==> config.mk <==
export PLATFORM = sky130hd
export DESIGN_NAME = multi_phase_light_controller
export DESIGN_NICKNAME = d
export VERILOG_FILES = /design/src/rtl/multi_phase_light_controller.sv
export SDC_FILE = /design/constraint.sdc
export NUM_CORES = 1
export LEC_CHECK = 0
export CAP_MARGIN = 40
export CORE_MARGIN = 5
export CORE_UTILIZATION = 47
export CTS_BUF_LIST = sky130_fd_sc_hd__clkbuf_16
export CTS_CLUSTER_DIAMETER = 60
export DETAILED_ROUTE_END_ITERATION = 8
export PLACE_DENSITY = 0.76
export SYNTH_ARGS = -nofsm -noshare
export SYNTH_HDL_FRONTEND = slang
export SYNTH_SLANG_ARGS = --single-unit
==> constraint.sdc <==
create_clock -name clk -period 1.5 [get_ports clk]
set_clock_uncertainty 0.05 [all_clocks]
set_input_delay 0.3 -clock clk [delete_from_list [all_inputs] [get_ports clk]]
set_output_delay 0.3 -clock clk [all_outputs]
set_load 0.02 [all_outputs]
==> src/rtl/multi_phase_light_controller.sv <==
// Round-robin N-approach signal controller with walk phase, green extension, demand skipping, reprogrammable durations.
// Latency: lamps are a Moore decode of registered state and change on the transition edge; backpressure: none, all timing is gated by tick.
module multi_phase_light_controller #(
    parameter int N_PHASES   = 2,
    parameter int TIME_WIDTH = 4,
    parameter int DEF_GREEN  = 5,
    parameter int DEF_EXT    = 3,
    parameter int DEF_YELLOW = 2,
    parameter int DEF_ALLRED = 1,
    parameter int MAX_EXT    = 2,
    parameter int SKIP_EMPTY = 0,
    localparam int PW        = (N_PHASES > 1) ? $clog2(N_PHASES) : 1
) (
    input  logic                  clk,
    input  logic                  reset,
    input  logic                  tick,
    input  logic [N_PHASES-1:0]   trafficSensor,
    input  logic                  walkRequest,
    input  logic                  reprogram,
    input  logic [1:0]            timeSelector,
    input  logic [TIME_WIDTH-1:0] timeValue,
    output logic [N_PHASES-1:0]   red,
    output logic [N_PHASES-1:0]   yellow,
    output logic [N_PHASES-1:0]   green,
    output logic                  walkLight,
    output logic [PW-1:0]         activePhase,
    output logic                  walkPending
);

    localparam int EXT_W = (MAX_EXT > 0) ? $clog2(MAX_EXT + 1) : 1;

    typedef enum logic [1:0] {
        GREEN  = 2'd0,
        YELLOW = 2'd1,
        ALLRED = 2'd2,
        WALK   = 2'd3
    } state_t;

    state_t                  state, stateNext;
    logic [PW-1:0]           phaseNext;
    logic [TIME_WIDTH-1:0]   counter, counterNext;
    logic [EXT_W-1:0]        extCount, extNext;
    logic [TIME_WIDTH-1:0]   greenDur, extDur, yellowDur, allredDur;
    logic [N_PHASES-1:0]     demand;
    logic                    reprogramDly;
    logic                    greenEntry, walkEntry, expire;
    logic [PW-1:0]           rotPhase;
    logic                    found;
    int                      idx;

    // Candidate for the next green: plain rotation, or first approach with demand
    // scanning forward from the one just served (wrapping back to it last).
    always_comb begin
        rotPhase = (activePhase == PW'(N_PHASES - 1)) ? '0 : activePhase + PW'(1);
        found    = 1'b0;
        idx      = 0;
        if (SKIP_EMPTY != 0) begin
            for (int off = 1; off <= N_PHASES; off++) begin
                idx = (int'(activePhase) + off) % N_PHASES;
                if (!found && demand[idx[PW-1:0]]) begin
                    found    = 1'b1;
                    rotPhase = idx[PW-1:0];
                end
            end
        end
    end

    always_comb begin
        stateNext   = state;
        phaseNext   = activePhase;
        counterNext = tick ? counter - TIME_WIDTH'(1) : counter;
        extNext     = extCount;
        greenEntry  = 1'b0;
        walkEntry   = 1'b0;
        expire      = tick && (counter == TIME_WIDTH'(1));
        if (expire) begin
            case (state)
                GREEN: begin
                    if (trafficSensor[activePhase] && (extCount < EXT_W'(MAX_EXT))) begin
                        counterNext = extDur;
                        extNext     = extCount + EXT_W'(1);
                    end else begin
                        stateNext   = YELLOW;
                        counterNext = yellowDur;
                    end
                end
                YELLOW: begin
                    stateNext   = ALLRED;
                    counterNext = allredDur;
                end
                ALLRED: begin
                    if (walkPending) begin
                        stateNext   = WALK;
                        counterNext = greenDur;
                        walkEntry   = 1'b1;
                    end else begin
                        stateNext   = GREEN;
                        phaseNext   = rotPhase;
                        counterNext = greenDur;
                        extNext     = '0;
                        greenEntry  = 1'b1;
                    end
                end
                WALK: begin
                    stateNext   = GREEN;
                    phaseNext   = rotPhase;
                    counterNext = greenDur;
                    extNext     = '0;
                    greenEntry  = 1'b1;
                end
                default: stateNext = GREEN;
            endcase
        end
    end

    always_ff @(posedge clk or posedge reset) begin
        if (reset) begin
            state       <= GREEN;
            activePhase <= '0;
            counter     <= TIME_WIDTH'(DEF_GREEN);
            extCount    <= '0;
            walkPending <= 1'b0;
            demand      <= '0;
        end else begin
            state       <= stateNext;
            activePhase <= phaseNext;
            counter     <= counterNext;
            extCount    <= extNext;
            if (walkEntry)
                walkPending <= 1'b0;
            else if (walkRequest)
                walkPending <= 1'b1;
            // Serving approach k clears its demand even if its sensor is still high.
            for (int k = 0; k < N_PHASES; k++) begin
                if (greenEntry && (phaseNext == PW'(k)))
                    demand[k] <= 1'b0;
                else if (trafficSensor[k] && !((state == GREEN) && (activePhase == PW'(k))))
                    demand[k] <= 1'b1;
            end
        end
    end

    // Duration registers are written only on a rising reprogram strobe; loads on
    // the same edge still see the old value.
    always_ff @(posedge clk or posedge reset) begin
        if (reset) begin
            reprogramDly <= 1'b0;
            greenDur     <= TIME_WIDTH'(DEF_GREEN);
            extDur       <= TIME_WIDTH'(DEF_EXT);
            yellowDur    <= TIME_WIDTH'(DEF_YELLOW);
            allredDur    <= TIME_WIDTH'(DEF_ALLRED);
        end else begin
            reprogramDly <= reprogram;
            if (reprogram && !reprogramDly && (timeValue != '0)) begin
                case (timeSelector)
                    2'b00:   greenDur  <= timeValue;
                    2'b01:   extDur    <= timeValue;
                    2'b10:   yellowDur <= timeValue;
                    default: allredDur <= timeValue;
                endcase
            end
        end
    end

    always_comb begin
        red       = '1;
        yellow    = '0;
        green     = '0;
        walkLight = (state == WALK);
        case (state)
            GREEN: begin
                green[activePhase] = 1'b1;
                red[activePhase]   = 1'b0;
            end
            YELLOW: begin
                yellow[activePhase] = 1'b1;
                red[activePhase]    = 1'b0;
            end
            default: ;
        endcase
    end

endmodule

After elaboration in Yosys (flattened, before gate mapping)
Cells that the tools add are included.
{ "totals": {"ff_bits": 27, "out_inout_bits": 9, "word_cells": 75} }
{ "classes": {"add_sub_neg": 3, "magnitude_cmp": 3, "eq_ne": 9, "muxes": 25, "bitwise": 2, "reduce_logical": 23} }
{ "ops": {"columns": ["op", "count"], "rows": [
  ["2-to-1 mux 2 bit", 7],
  ["2-to-1 mux 4 bit", 3],
  ["one-hot mux 4 bit (3 select lines)", 1],
  ["2-to-1 mux 1 bit", 10],
  ["AND reduction 2 bit", 5],
  ["one-hot mux 2 bit (4 select lines)", 1],
  ["== test 2 bit, second input constant", 3],
  ["inequality test 2 bit, second input constant", 3],
  ["one-hot mux 2 bit (3 select lines)", 1],
  ["nonzero test 2 bit", 3],
  ["logical AND 1 bit", 5],
  ["== test 2 x 1 -> 1 bit, second input constant", 2],
  ["== test 4 x 1 -> 1 bit, second input constant", 1],
  ["logical NOT 2 bit", 2],
  ["AND reduction 4 bit", 1],
  ["nonzero test 4 bit", 1],
  ["OR reduction 2 bit", 2],
  ["subtractor 4 x 1 -> 4 bit, second input constant", 1],
  ["AND reduction 3 bit", 1],
  ["nonzero test 3 bit", 1],
  ["OR reduction 3 bit", 1],
  ["adder 2 x 1 -> 2 bit, second input constant", 1],
  ["< comparator 1 x 2 -> 1 bit, second input constant", 1],
  ["< comparator 2 bit, second input constant", 1],
  ["other kinds (7)", 7]
]} }

Longest topological paths before layout
Gate-level depths: netlist of run 1.
{ "depth": {"depth_word": 6, "depth_mapped": 7} }

Least setup slack after synthesis of run 1
OpenSTA, ideal clock, no wires.
{ "synth_path": {"kind": "register to output", "start": "register state[1]", "end": "output green[0]", "t_arrival_ps": 1356, "path_slack_ps": -206, "stages_incl_launch_ff": 5, "cell_sequence": "dfrtp_1 -> buf_2 -> clkbuf_1 -> or2_2 -> nor2_1"} }
{ "synth_between": {"elab_chain_cells": 2} }
{ "synth_lines": {"columns": ["element", "line_no", "rtl"], "rows": [
  ["start: declaration", "39", "state_t state, stateNext;"],
  ["start signal: assignment", "125", "state <= stateNext;"],
  ["logical NOT 2 bit", "170", "case (state)"],
  ["2-to-1 mux 2 bit", "170", null],
  ["end: declaration", "24", "output logic [N_PHASES-1:0] green,"]
]} }
No other way between the ends.

Worst setup path after layout of run 1
{ "layout_path": {"start": "register activePhase", "end": "register counter[0]"} }
{ "layout_between": {"elab_chain_cells": 6} }
{ "layout_lines": {"columns": ["element", "line_no", "rtl"], "rows": [
  ["start: declaration", "26", "output logic [PW-1:0] activePhase,"],
  ["start signal: assignment", "126", "activePhase <= phaseNext;"],
  ["2-to-1 mux 1 bit (not written as such) (2 in a row)", "79", "if (trafficSensor[activePhase] && (extCount < EXT_W'(MAX_EXT))) begin"],
  ["logical AND 1 bit", "79", null],
  ["2-to-1 mux 4 bit", "79", null],
  ["one-hot mux 4 bit (3 select lines)", "77", "case (state)"],
  ["2-to-1 mux 4 bit", "76", "if (expire) begin"],
  ["end signal: assignment", "120", "counter <= TIME_WIDTH'(DEF_GREEN);"],
  ["end signal: assignment", "127", "counter <= counterNext;"],
  ["end: declaration", "41", "logic [TIME_WIDTH-1:0] counter, counterNext;"]
]} }
No other way between the ends. The select of a mux whose other input is x is not followed.
A chain may end at the register's enable or synchronous reset.

==> results.md, run 1 <==
- Status: complete, but fails checks
- Failing checks: negative setup slack
- Num ports: 22
- Final setup fails: 11
- Setup WS post-layout: -76.0 ps
- Drt pass-1 iters: 4
- YS warnings: 0
- Reg area: approximately 690 µm²
- Die footprint: 4120 µm²
- # port buffers: 21
- Startpoint Class: flip-flop
- Max FO, Critical Path: 5
- Max Clock Freq: ~630 MHz
- Area of the multi-input gates: ~850 µm²
- Post-synth EDFFs: 0
- DR WL/cell: ~20 µm
- Pwr Density: between 1500 and 2000 nW/µm²
- Max-slew violations: 0
- Slew margin rel.: approximately 75%
- Total negative slack: -523 ps
- Layout cells sized above 1: 55.5%
- Chip width: between 60 and 70 µm
- Row count: 19
- Syn Inst Count: 125
- RSZ-0062 raised after global routing: true
- Placed cells: between 150 and 200
- Clock root cell: clkbuf_16
- Initial core utilization: between 40% and 50%
- Tmin final: 1580 ps
- Ys async rst share: 100%
- Iteration-0 DRC Markers: 48
- Ant. Diodes: 0
- Post-synth top flop: dfrtp_1
- Worst slew pin tran: between 300 and 400 ps
- Clock latency on the worst-skew pair: 260 ps
- Core area: 2780 µm²
- Fillers: between 150 and 200
- Reg2Reg Setup Slack: -80 ps
- Min-delay worst type: input port to asynchronous set/reset pin
- # nets final: approximately 190
- Placement Cell Area: approximately 1800 µm²
- Pin count of the biggest net entering global routing: 28
- Clock sink count: 27
- Mapped Nets: 140
- VDD IR max: 1330 µV
- Yosys cell types: 40
- Post-Syn Area: 1380 µm²
- Die H: ~64 µm
- CTS H-tree lvls: 1
- Clock transition at path regs: around 70 ps
- Final HPWL DP: about 2.4 mm
- CP Class: flip-flop to flip-flop
- Global routing usage summed across all routing layers: between 10% and 20%
- CTS tree: built
- Post-synthesis sequential area ratio: around 50%
- Post-route DRC: 0
- Leakage: 0.907 nW
- GP Congestion: around 0.87
- CTS Buffer Depth: 2
- Layout area overhead: 54.3%
- Total number of vias: about 1200
- Final Cycle Share: 105%
- Number of buffers created by CTS: 3
- Final Hold Viols: 0
- Finished Layout Cells: 204
- R2R Path End: counter[0]$_DFFE_PP1P_
- First-pass GRT wire length: roughly 6.2 mm
- Vias per inst: just under 6
- R2r worst-path depth: 5
- Crit. End Element: flip-flop
- Fin util: approximately three quarters
- Yosys reg bits: 27
- Max-cap violations: 0
- Arrival time at the worst endpoint: 1720 ps
- GR Overflow Total: 0
- Antenna viol nets, final: 0
- Worst R2R Start: activePhase$_DFFE_PP0P_
- Routed WL: around 4.0 mm
- Antenna violations before repair: 0
- Post-route design area: about 2100 µm²
- Vias in the first global route: around 1300
- Synth Area per Inst: 11.1 µm²
- CP required: 1650 ps
[final cells by class]
class                           count  share of cell area, %
Sequential cell                    27                   32.2
Tap cell                           31                   1.82
Timing Repair Buffer               49                   21.0
Clock buffer                        3                   3.52
Multi-Input combinational cell     85                   39.8
Inverter                            8                   1.41
Clock inverter                      1                  0.235
[kinds of logic after synthesis]
family | Yosys count | synth area share, %
simple gates | 37 | 15.1
buf+inv | 13 | 3.80
xor+xnor | 1 | 0.634
flops | 27 | 49.6
compound gates | 25 | 12.7
fa+ha+maj | 2 | 1.81
mux | 20 | 16.3
[routing by layer]
layer | GRT usage (%) | wire (µm) | vias up
li1 | - | - | 550
met1 | 21.8 | 1580 | 590
met2 | 33.3 | 2170 | 38
met3 | 4.73 | 147 | 9
met4 | 8.14 | 87 | 0
met5 | 0 | 0 | -
[how the worst max path moves through the flow]
stage          slack (ps)               startpoint                      end  cells after the start
6_report              -80  activePhase$_DFFE_PP0P_   counter[0]$_DFFE_PP1P_                      5
5_1_grt              -160   counter[0]$_DFFE_PP1P_  extCount[1]$_DFFE_PP0P_                      5
4_1_cts               -80  activePhase$_DFFE_PP0P_   counter[0]$_DFFE_PP1P_                      5
3_5_place_dp         -590             timeValue[1]  greenDur[1]$_DFFE_PP0P_                      5
3_3_place_gp         -490             timeValue[1]    extDur[3]$_DFFE_PP0P_                      5
2_1_floorplan         0.5   counter[0]$_DFFE_PP1P_     state[1]$_DFFE_PP0P_                      5
[worst max-delay path, cell delays in order (launching register included)]
cell and delay [ps]:
dfrtp_2 430, buf_6 130, mux2i_2 150, or2_4 270, mux2_4 310, a31o_1 170
[stage by stage]
stage               total power, mW  worst slack, ps  hold slack (ps)
floorplan                      2.04            0.455              281
CTS                            3.39            -83.5              327
detailed placement             2.61             -585              446
finish                         3.66            -76.0              315
global placement               2.56             -493              443
global route                   3.86             -159              347
[timing repair]
action / CTS / global route
setup endpoints to repair: 35 / 24
hold buffers: 0 / 0
buffers inserted: 1 / 8
gates resized for setup: 81 / 21
pin swaps: 10 / 15
[synth_stat cells (all sizes together), types with 3 or more instances]
cell type / number / area share [%]
o21ai: 8 / 2.9
dfstp: 8 / 15
and2: 3 / 1.4
inv: 8 / 2.2
dfrtp: 19 / 34
or2: 3 / 1.5
nand2: 8 / 2.2
mux2: 17 / 14
mux2i: 3 / 2.2
buf: 3 / 1.1
nand3: 3 / 1.1
nor2: 9 / 2.4
[layout by cell type (no fill, tap or decap), types with 2 or more instances in the layout]
cell / count
a221oi_2: 2
a22o_1: 2
a31oi_1: 2
and2_4: 2
buf_4: 21
buf_6: 12
clkbuf_16: 3
clkdlybuf4s15_1: 4
clkdlybuf4s50_1: 5
dfrtp_1: 18
dfstp_2: 8
dlygate4sd2_1: 4
inv_1: 7
mux2_2: 12
mux2_4: 5
mux2i_1: 2
nand2_1: 8
nand3_1: 2
nand4bb_4: 2
nor2_1: 2
nor2_4: 6
o211ai_1: 2
o21ai_0: 2
o21ai_1: 4
o21ai_2: 2
or2_4: 3
[state kept, by name (all words and copies together), names as in the netlist]
signal,cells
allredDur,4
counter,4
extDur,4
greenDur,4
yellowDur,4
extCount,2
state,2
activePhase,1
reprogramDly,1
walkPending,1
[where the power goes]
part           internal, mW  total [mW]  switching, mW
Sequential            0.989        1.22          0.232
Combinational         0.966        1.83          0.863
Clock                 0.360       0.608          0.248
No activity file was read; power rests on OpenSTA's default activity.
==> inputs of run 2 (changes only) <==
--- a/config.mk
+++ b/config.mk
@@ -6,6 +6,7 @@
 export NUM_CORES = 1
 export LEC_CHECK = 0
 export CAP_MARGIN = 40
+export CORE_ASPECT_RATIO = 1.25
 export CORE_MARGIN = 5
 export CORE_UTILIZATION = 47
 export CTS_BUF_LIST = sky130_fd_sc_hd__clkbuf_16
==> run 2 against run 1 <==
  * The flow still finishes with violations (negative setup slack)
  * Register-to-register slack barely moved
  * Final cell count rose by 3.9%
  * Worst setup slack improved by 2.7 ps
  * Count of clock-buffer cells in the layout did not move
==> results.md, run 2 (same netlist as run 1, synthesis figures left out) <==
- Status: complete, but fails checks
- Failing checks: negative setup slack
- GR Overflow Total: 0
- Die footprint: ~4100 µm²
- Chip width: a little under 60 µm
- Number of buffers created by CTS: 3
- Antenna violations before repair: 0
- Antenna viol nets, final: 0
- Worst slew pin tran: around 320 ps
- Fillers: approximately 220
- Crit. End Element: flip-flop
- Max Clock Freq: between 600 and 700 MHz
- Final Hold Viols: 0
- Reg area: around 690 µm²
- Final Cycle Share: 105%
- Hold slack: between 200 and 250 ps
- Slowest cell on crit path: dfstp_2
- Clock transition at path regs: roughly 60 ps
- DR WL/cell: ~16 µm
- Finished Layout Cells: about 210
- GP Congestion: 0.847
- Post-route DRC: 0
- Initial core utilization: a little under half
- Area of the multi-input gates: 786 µm²
- Arrival time at the worst endpoint: 1710 ps
- # port buffers: 21
- # nets final: 192
- Layout area overhead: 50.2%
- Max-slew violations: 0
- Core area: 2890 µm²
- CTS Buffer Depth: 2
- Die H: roughly 70 µm
- Layout cells sized above 1: 52.8%
- CTS H-tree lvls: 1
- First-pass GRT wire length: between 5 and 6 mm
- Slew margin rel.: a little under 80%
- Post-route design area: 2070 µm²
- Max FO, Critical Path: 6
- Clock root cell: clkbuf_16
- Drt pass-1 iters: 4
- Iteration-0 DRC Markers: 22
- Tot Pwr: 3.62 mW
- RSZ-0062 raised after global routing: true
- Place WS: -526 ps
- Vias in the first global route: approximately 1200
- Most common cell after layout, fill and taps aside: buf_4
- Final setup fails: 11
- Max-cap violations: 0
- Total number of vias: approximately 1200
- CP cell instances: ha_4 > nand4bb_4 > a221o_1 > a31oi_1 > a21oi_1
- Min-delay worst type: input port to flip-flop
- Startpoint Class: flip-flop
- Critical path's largest stage delay: 570 ps
- Most frequent cells in the layout: buf_4, dfrtp_1, mux2_2
- Leakage: 0.909 nW
- Fin util: between 70% and 80%
- CTS Hold Buffers Added: 0
- Setup WS post-layout: -73.2 ps
- Pin count of the biggest net entering global routing: 28
- CP required: between 1500 and 2000 ps
- Row count: 22
- Pwr Density: between 1500 and 2000 nW/µm²
- CP Class: flip-flop to flip-flop
- VDD IR max: 1280 µV
- Placement Cell Area: approximately 1900 µm²
- Vias per inst: between 5 and 6
- CTS tree: built
- Clock latency on the worst-skew pair: approximately 260 ps
- Placed cells: around 200
- Routed WL: between 3 and 4 mm
- Tmin final: ~1600 ps
- Num ports: 22
- Global routing usage summed across all routing layers: 17.9%
- Total negative slack: -253 ps
- Ant. Diodes: 0
- Clock sink count: 27
- Final HPWL DP: about 2.4 mm
run 2: cell count changes in the layout (fill, tap and decap cells not counted), moves of 2 or more:
cell	change
mux2_4	-4
nor2_4	-2
mux2_2	+4
buf_4	+7
dlygate4sd2_1	+3
buf_6	-5
clkdlybuf4s15_1	-4
nor2_1	+3
run 2: final cells by class:
type,count,share of cell area (%)
flip-flops and latches,27,33.1
multi-input cells,85,37.9
clock inverters,1,0.181
well taps,36,2.17
repair buffers,52,21.6
clock buffers,3,3.62
inverters,8,1.45
run 2: timing repair:
action | 4_1_cts | 5_1_grt
resized for setup | 68 | 13
buffers inserted | 3 | 4
gates cloned | 0 | 0
setup endpoints to repair | 34 | 31
pin swaps | 11 | 8
run 2: path summary, 6_finish.rpt:
| kind | start | to | slack (ps) | depth (start not counted) |
|---|---|---|---|---|
| min | reprogram | reprogramDly$_DFF_PP0_ | 240 | 2 |
| max | counter[0]$_DFFE_PP1P_ | counter[2]$_DFFE_PP1P_ | -70 | 5 |
| min reg2reg | allredDur[2]$_DFFE_PP0P_ | allredDur[2]$_DFFE_PP0P_ | 460 | 1 |
| max in group asynchronous | reset | counter[0]$_DFFE_PP1P_ | 870 | 3 |
| max reg2reg | counter[0]$_DFFE_PP1P_ | counter[2]$_DFFE_PP1P_ | -70 | 5 |
| min in group asynchronous | reset | extDur[2]$_DFFE_PP0P_ | 310 | 3 |
run 2: worst max-delay path: cells and delay by family, from the launching register on:
| family | cells | cell delay [ps] |
|---|---|---|
| simple gates | 1 | 180 |
| compound gates | 3 | 530 |
| flops | 1 | 570 |
| fa+ha+maj | 1 | 170 |
run 2: routing by layer:
layer  routed length [µm]  part of all wire [%]  GRT usage, %  vias up
met5                    0                     0             0        -
met2                 1890                    56          31.2       32
met4                   89                   2.6          9.54        0
met1                 1230                    37          20.2      556
met3                  162                   4.8          3.28       10
li1                     -                     -             -      556
run 2: where the power goes:
part           switching (mW)  total, mW  internal, mW  leakage (nW)
sequential              0.202       1.19         0.988         0.308
combinational           0.847       1.83         0.986         0.559
clock                   0.241      0.599         0.357        0.0423
total                    1.29       3.62          2.33         0.909
==> inputs of run 3 (changes only) <==
--- a/config.mk
+++ b/config.mk
@@ -6,7 +6,7 @@
 export NUM_CORES = 1
 export LEC_CHECK = 0
 export CAP_MARGIN = 40
-export CORE_ASPECT_RATIO = 1.25
+export CORE_ASPECT_RATIO = 1.4
 export CORE_MARGIN = 5
 export CORE_UTILIZATION = 47
 export CTS_BUF_LIST = sky130_fd_sc_hd__clkbuf_16
==> run 3 against run 2 <==
  * The flow still finishes with violations (negative setup slack)
  * Total power increased by 1.6%
  * Via count increased by 3.3%
  * Wire length increased by 16%
  * Die area increased by 0.20%
  * Count of clock-buffer cells in the layout stayed put
  * Hold slack better by 88 ps
  * Non-clock buffer count is 3 lower
  * Sequential power barely moved
  * Utilization up 2.9 points
  * Register-to-register slack got worse by 96 ps
  * Critical path type unchanged
==> results.md, run 3 (same netlist as run 1, synthesis figures left out) <==
- Post-route DRC: 0
- Pwr Density: between 1500 and 2000 nW/µm²
- Tmin final: 1670 ps
- Min-delay worst type: input port to asynchronous set/reset pin
- CP Class: flip-flop to flip-flop
- Global routing usage summed across all routing layers: 19.8%
- Iteration-0 DRC Markers: 18
- CP cell instances: ha_4 > buf_6 > and4bb_4 > buf_6 > nand3_2 > o21ai_2
- Arrival time at the worst endpoint: about 1800 ps
- GP Congestion: about 0.85
- DR WL/cell: 18.7 µm
- Clock transition at path regs: roughly 60 ps
- Layout cells sized above 1: between 50 and 60%
- Most frequent cell on the critical path: buf_6
- CTS H-tree lvls: 1
- Final HPWL DP: approximately 2.5 mm
- Most common cell after layout, fill and taps aside: buf_4
- Clock sink count: 27
- Tot Pwr: 3.68 mW
- Antenna violations before repair: 0
- Initial core utilization: between 40% and 50%
- Layout area overhead: 54.0%
- Total number of vias: between 1000 and 1500
- Clock root cell: clkbuf_16
- Final Cycle Share: 111%
- Pin count of the biggest net entering global routing: 28
- CTS tree: built
- Most frequent cells in the layout: buf_4, dfrtp_1, mux2_2
- Vias in the first global route: between 1000 and 1500
- First-pass GRT wire length: between 6 and 7 mm
- Max-cap violations: 0
- # port buffers: 21
- Num ports: 22
- CP required: approximately 1600 ps
- Chip width: roughly 56 µm
- Fillers: between 150 and 200
- Core area: ~2800 µm²
- Setup WS post-layout: -169 ps
- GR Overflow Total: 0
- Total negative slack: -1070 ps
- Number of buffers created by CTS: 3
- Vias per inst: around 5.7
- Failing checks: negative setup slack
- Die H: around 74 µm
- Fin util: approximately three quarters
- Clock latency on the worst-skew pair: about 260 ps
- RSZ-0062 raised after global routing: true
- Worst slew pin tran: approximately 370 ps
- Place WS: -540 ps
- R2r worst-path depth: 6
- Max Clock Freq: around 600 MHz
- Row count: 23
- VDD IR max: ~1100 µV
- Routed WL: 3.92 mm
- Leakage: 0.912 nW
- Antenna viol nets, final: 0
- Critical path's largest stage delay: roughly 570 ps
- Die footprint: between 4000 and 5000 µm²
- Slew margin rel.: 75.0%
- Crit. End Element: flip-flop
- Max-slew violations: 0
- Startpoint Class: flip-flop
- CTS Buffer Depth: 2
- Ant. Diodes: 0
- Drt pass-1 iters: 4
- # nets final: 189
- Slowest cell on crit path: dfstp_2
- Max FO, Critical Path: 6
- Final setup fails: 13
- Status: complete, but fails checks
- Final Hold Viols: 0
run 3: power breakdown:
part	total (mW)	internal, mW	switching [mW]	leakage [nW]
Sequential	1.18	0.989	0.188	0.308
Clock	0.596	0.357	0.239	0.0423
Combinational	1.91	0.986	0.921	0.561
run 3: layer usage:
| metal | GRT usage [%] | vias to the layer above | part of all wire (%) |
|---|---|---|---|
| li1 | - | 548 | - |
| met1 | 18.9 | 595 | 35 |
| met2 | 38.4 | 33 | 57 |
| met3 | 3.65 | 16 | 3.3 |
| met4 | 13.5 | 0 | 4.8 |
| met5 | 0 | - | 0 |
run 3: final timing paths:
check	startpoint	end	slack, ps
max	counter[0]$_DFFE_PP1P_	extCount[1]$_DFFE_PP0P_	-170
min	reset	walkPending$_DFFE_PP0P_	330
max reg2reg	counter[0]$_DFFE_PP1P_	extCount[1]$_DFFE_PP0P_	-170
min reg2reg	yellowDur[0]$_DFFE_PP0P_	yellowDur[0]$_DFFE_PP0P_	480
max in group asynchronous	reset	yellowDur[1]$_DFFE_PP1P_	840
min in group clk	reprogram	reprogramDly$_DFF_PP0_	380
run 3: repair_timing:
action / CTS / global route
buffers inserted: 8 / 1
pin swaps: 15 / 7
hold buffers: 0 / 0
gates resized for setup: 89 / 14
endpoints found under the setup margin: 35 / 22
run 3: final cells by class:
type / instances / area, µm² / share of cell area, %
Inverter: 8 / 30.0 / 1.41
Sequential cell: 27 / 687 / 32.3
Timing Repair Buffer: 49 / 435 / 20.5
Multi-Input combinational cell: 85 / 850 / 39.9
Clock inverter: 1 / 3.75 / 0.176
Clock buffer: 3 / 75.1 / 3.53
Tap cell: 37 / 46.3 / 2.18
run 3: worst max-delay path: cells and delay by family (launching register included):
kind / cells / cell delay [ps]
buffers and inverters: 2 / 230
AO/OA/AOI/OAI: 1 / 160
adder cells (fa/ha/maj): 1 / 160
AND/OR/NAND/NOR: 2 / 410
flip-flops: 1 / 570
run 3: metrics by stage:
step                      cell area, µm²  hold slack [ps]  instances
final                               2130              326        210
after global routing                2130              364        210
after CTS                           2110              343        210
after floorplan                     1440              281        125
after detailed placement            1830              451        198
after global placement              1830              440        198
==> RTL edit 1, RTL diff (config.mk and constraints of run 1) <==
Make the reset (`reset`) synchronous in 2 clocked blocks.
--- a/src/rtl/multi_phase_light_controller.sv
+++ b/src/rtl/multi_phase_light_controller.sv
@@ -113,7 +113,7 @@
         end
     end
 
-    always_ff @(posedge clk or posedge reset) begin
+    always_ff @(posedge clk) begin
         if (reset) begin
             state       <= GREEN;
             activePhase <= '0;
@@ -142,7 +142,7 @@
 
     // Duration registers are written only on a rising reprogram strobe; loads on
     // the same edge still see the old value.
-    always_ff @(posedge clk or posedge reset) begin
+    always_ff @(posedge clk) begin
         if (reset) begin
             reprogramDly <= 1'b0;
             greenDur     <= TIME_WIDTH'(DEF_GREEN);
Behaviour: differs if reset is asserted again (counterexample within 4 cycles, from zero or initial values and one cycle with reset high); with reset held inactive, the same outputs for 10 cycles.
==> RTL edit 1 against run 1 <==
The run still ends with negative setup slack left; critical path depth is 3 higher; sequential share of layout area is 6.0 points lower; core utilization is 1.7 points lower; critical endpoint is now extCount[1]; cell area is 2.2% lower; synthesized area is 0.63% lower; cell count is 16% higher; worst setup slack better by 57 ps; highest routed layer unchanged; sequential cell count stayed put; wire length is 1.4% lower.
Power is not compared: it rests on default switching activity, and its combinational part moved more than twofold at a synthesized area within 25%.
==> RTL edit 1: results (changes against run 1) <==
mux share of post-synthesis cell area: 0.09480 (was 0.1630)
Nets: 222 (was 189)
pre-CTS setup slack: -429.2 ps (was -585.3 ps)
final WL: 3926 um (was 3983 um)
Hold Worst Slack: 418.6 ps (was 314.7 ps)
syn nets: 172 (was 140)
detailed-placement wirelength estimate: 2689 um (was 2435 um)
post-synthesis compound-gate area fraction: 0.1404 (was 0.1268)
placed cell count: 228 (was 191)
GR met1 Demand/Resource: 0.2369 (was 0.2183)
dpl cell area: 1808 um2 (was 1813 um2)
Worst EP arrival: 1620 ps (was 1720 ps)
TritonRoute pass-1 iters: 7 (was 4)
failing checks: negative setup slack (unchanged)
synth top area cells: dfxtp_1 (39%), mux2i_1 (9.5%), nor2_1 (7.7%) (was dfrtp_1 (34%), dfstp_2 (15%), mux2_2 (13%))
asr flop ratio synth: 0 (was 1.000)
GPL Wtd Cong: 0.8209 (was 0.8685)
grt met2 use: 0.3304 (was 0.3329)
Final setup viols: 2 (was 11)
share of synthesized area occupied by flip-flops and latches: 0.3938 (was 0.4964)
Worst Path Max Fanout: 6 (was 5)
Slew @ Worst Pin: 374.5 ps (was 379.2 ps)
GRT met3 Usage: 0.02452 (was 0.04729)
Setup WS post-layout: -19.28 ps (was -75.95 ps)
crit-path max cell delay: 330 ps (was 430 ps)
vias in the first global route: 1382 (was 1280)
outcome: finished, violations left (unchanged)
first-pass GRT wire length: 6327 um (was 6168 um)
setup TNS: -29.54 ps (was -523.1 ps)
Avg Cell Area, Syn: 8.742 um2 (was 11.05 um2)
Crit-path slowest cell: dfxtp_2 (was dfrtp_2)
Syn-to-layout area delta: 51.96% (was 54.35%)
Top FF cell, synth: dfxtp_1 (was dfrtp_1)
Adder-Cell Fraction of Synth Area: 0.01823 (was 0.01812)
commonest cells in the synthesized netlist: nor2_1 (28), dfxtp_1 (27), mux2i_1 (13) (was dfrtp_1 (19), mux2_2 (16), nor2_1 (9))
layout cells sized above 1: 0.3883 (was 0.5549)
## RTL edit 1: area by class of cell
type | instances | area share
Sequential cell | 27 | 0.2621
Timing Repair Buffer | 53 | 0.2214
Tap cell | 31 | 0.01860
Multi-Input combinational cell | 118 | 0.4523
Inverter | 4 | 0.007199
Clock buffer | 3 | 0.03599
Clock inverter | 1 | 0.002400
## RTL edit 1: per-layer routing
layer  vias to the layer above  routed length, um
met5                         -                  0
met4                         0                 44
met3                         6                 94
met2                        34               2058
met1                       675               1729
li1                        665                  -
## RTL edit 1: what timing repair did
action | CTS | global route
endpoints found under the setup margin | 31 | 25
resized for setup | 58 | 18
hold buffers | 0 | 0
cloned | 0 | 0
setup buffers | 5 | 1
pin swaps | 12 | 6
## RTL edit 1: final timing paths
path | start | end | cells after the start
max | counter[1] | extCount[1] | 8
min | reprogram | reprogramDly | 2
max reg2reg | counter[1] | extCount[1] | 8
min reg2reg | allredDur[3] | allredDur[3] | 2
==> RTL edit 2, RTL diff (config.mk and constraints of run 1) <==
Without the edit above. The parameter `TIME_WIDTH` goes from 4 to 6.
--- a/src/rtl/multi_phase_light_controller.sv
+++ b/src/rtl/multi_phase_light_controller.sv
@@ -2,7 +2,7 @@
 // Latency: lamps are a Moore decode of registered state and change on the transition edge; backpressure: none, all timing is gated by tick.
 module multi_phase_light_controller #(
     parameter int N_PHASES   = 2,
-    parameter int TIME_WIDTH = 4,
+    parameter int TIME_WIDTH = 6,
     parameter int DEF_GREEN  = 5,
     parameter int DEF_EXT    = 3,
     parameter int DEF_YELLOW = 2,
Interface: changed (resized timeValue); port bits go from 22 to 24. The function was not compared with the original's and may differ.
==> RTL edit 2 against run 1 <==
The flow still finishes with violations (negative setup slack); non-clock buffer count up 25; cell area rose by 44%; global-route usage rose by 3.1 points; sequential cell count grew 10; maximum frequency is 11% lower; power rose by 45%; critical path depth is 1 higher; synthesized area is 38% higher; sequential power rose by 30%; count of clock-buffer cells in the layout rose by 2; wire length up 42%; worst setup slack got worse by 200 ps; largest power group unchanged.
==> RTL edit 2: results (changes against run 1) <==
setup TNS: -4875 ps (was -523.1 ps)
outcome: finished, violations left (unchanged)
clk_lat worst skew: 280 ps (was 260 ps)
first-pass GRT wire length: 8818 um (was 6168 um)
dpl cell area: 2581 um2 (was 1813 um2)
Setup WS post-layout: -276.6 ps (was -75.95 ps)
layout cells sized above 1: 0.5900 (was 0.5549)
vias in the first global route: 1801 (was 1280)
Avg Cell Area, Syn: 11.63 um2 (was 11.05 um2)
detailed-placement wirelength estimate: 3590 um (was 2435 um)
grt met2 use: 0.4035 (was 0.3329)
P_sw: 1.958 mW (was 1.344 mW)
Final setup viols: 40 (was 11)
Adder-Cell Fraction of Synth Area: 0.01312 (was 0.01812)
GPL Wtd Cong: 0.8292 (was 0.8685)
syn nets: 181 (was 140)
Crit-path slowest cell: dfstp_2 (was dfrtp_2)
P_comb: 2.76 mW (was 1.83 mW)
commonest cells in the synthesized netlist: dfrtp_1 (29), mux2_2 (22), nand2_1 (12) (was dfrtp_1 (19), mux2_2 (16), nor2_1 (9))
final WL: 5652 um (was 3983 um)
crit-path max cell delay: 560 ps (was 430 ps)
Hold Crit Class: in2reg (was in2async)
post-synthesis compound-gate area fraction: 0.1056 (was 0.1268)
reg2reg path depth: 6 (was 5)
share of synthesized area occupied by flip-flops and latches: 0.4908 (was 0.4964)
pre-CTS setup slack: -846.1 ps (was -585.3 ps)
GR met1 Demand/Resource: 0.2376 (was 0.2183)
Nets: 256 (was 189)
failing checks: negative setup slack (unchanged)
synth top area cells: dfrtp_1 (38%), mux2_2 (13%), dfstp_2 (11%) (was dfrtp_1 (34%), dfstp_2 (15%), mux2_2 (13%))
Leak: 1.293 nW (was 0.9072 nW)
Port Buffers: 23 (was 21)
drt first-iter violations: 108 (was 48)
placed cell count: 265 (was 191)
Worst EP arrival: 1940 ps (was 1720 ps)
met1 wire length: 2113 um (was 1580 um)
Worst VDD drop: 1.011 mV (was 1.331 mV)
mux share of post-synthesis cell area: 0.1522 (was 0.1630)
H-tree levels: 2 (was 1)
## RTL edit 2: cell count changes in the layout (fill, tap and decap cells not counted), sizes merged, moves of 3 or more
cell           before  now
buf                35   63
dfrtp              19   29
mux2               17   24
clkdlybuf4s15       4    0
nand2               8   12
nor3                2    6
dlygate4sd2         4    7
nand4               0    3
nor4b               1    4
or4                 0    3
## RTL edit 2: worst paths after layout
check / start / end / slack, ps
min: timeValue[4] / greenDur[4] / 230
max: counter[0] / state[0] / -280
min in group asynchronous: reset / allredDur[5] / 320
min reg2reg: allredDur[5] / allredDur[5] / 460
max in group asynchronous: reset / greenDur[2] / 820
max reg2reg: counter[0] / state[0] / -280
## RTL edit 2: area by class of cell
type / count / area [um2]
sequential: 37 / 938.4
timing repair buffer: 74 / 714.4
fill: 227 / 909.6
tap: 50 / 62.56
clock buffer: 5 / 125.1
multi-input combinational: 115 / 1191
clock inverter: 2 / 7.507
inverter: 6 / 22.52
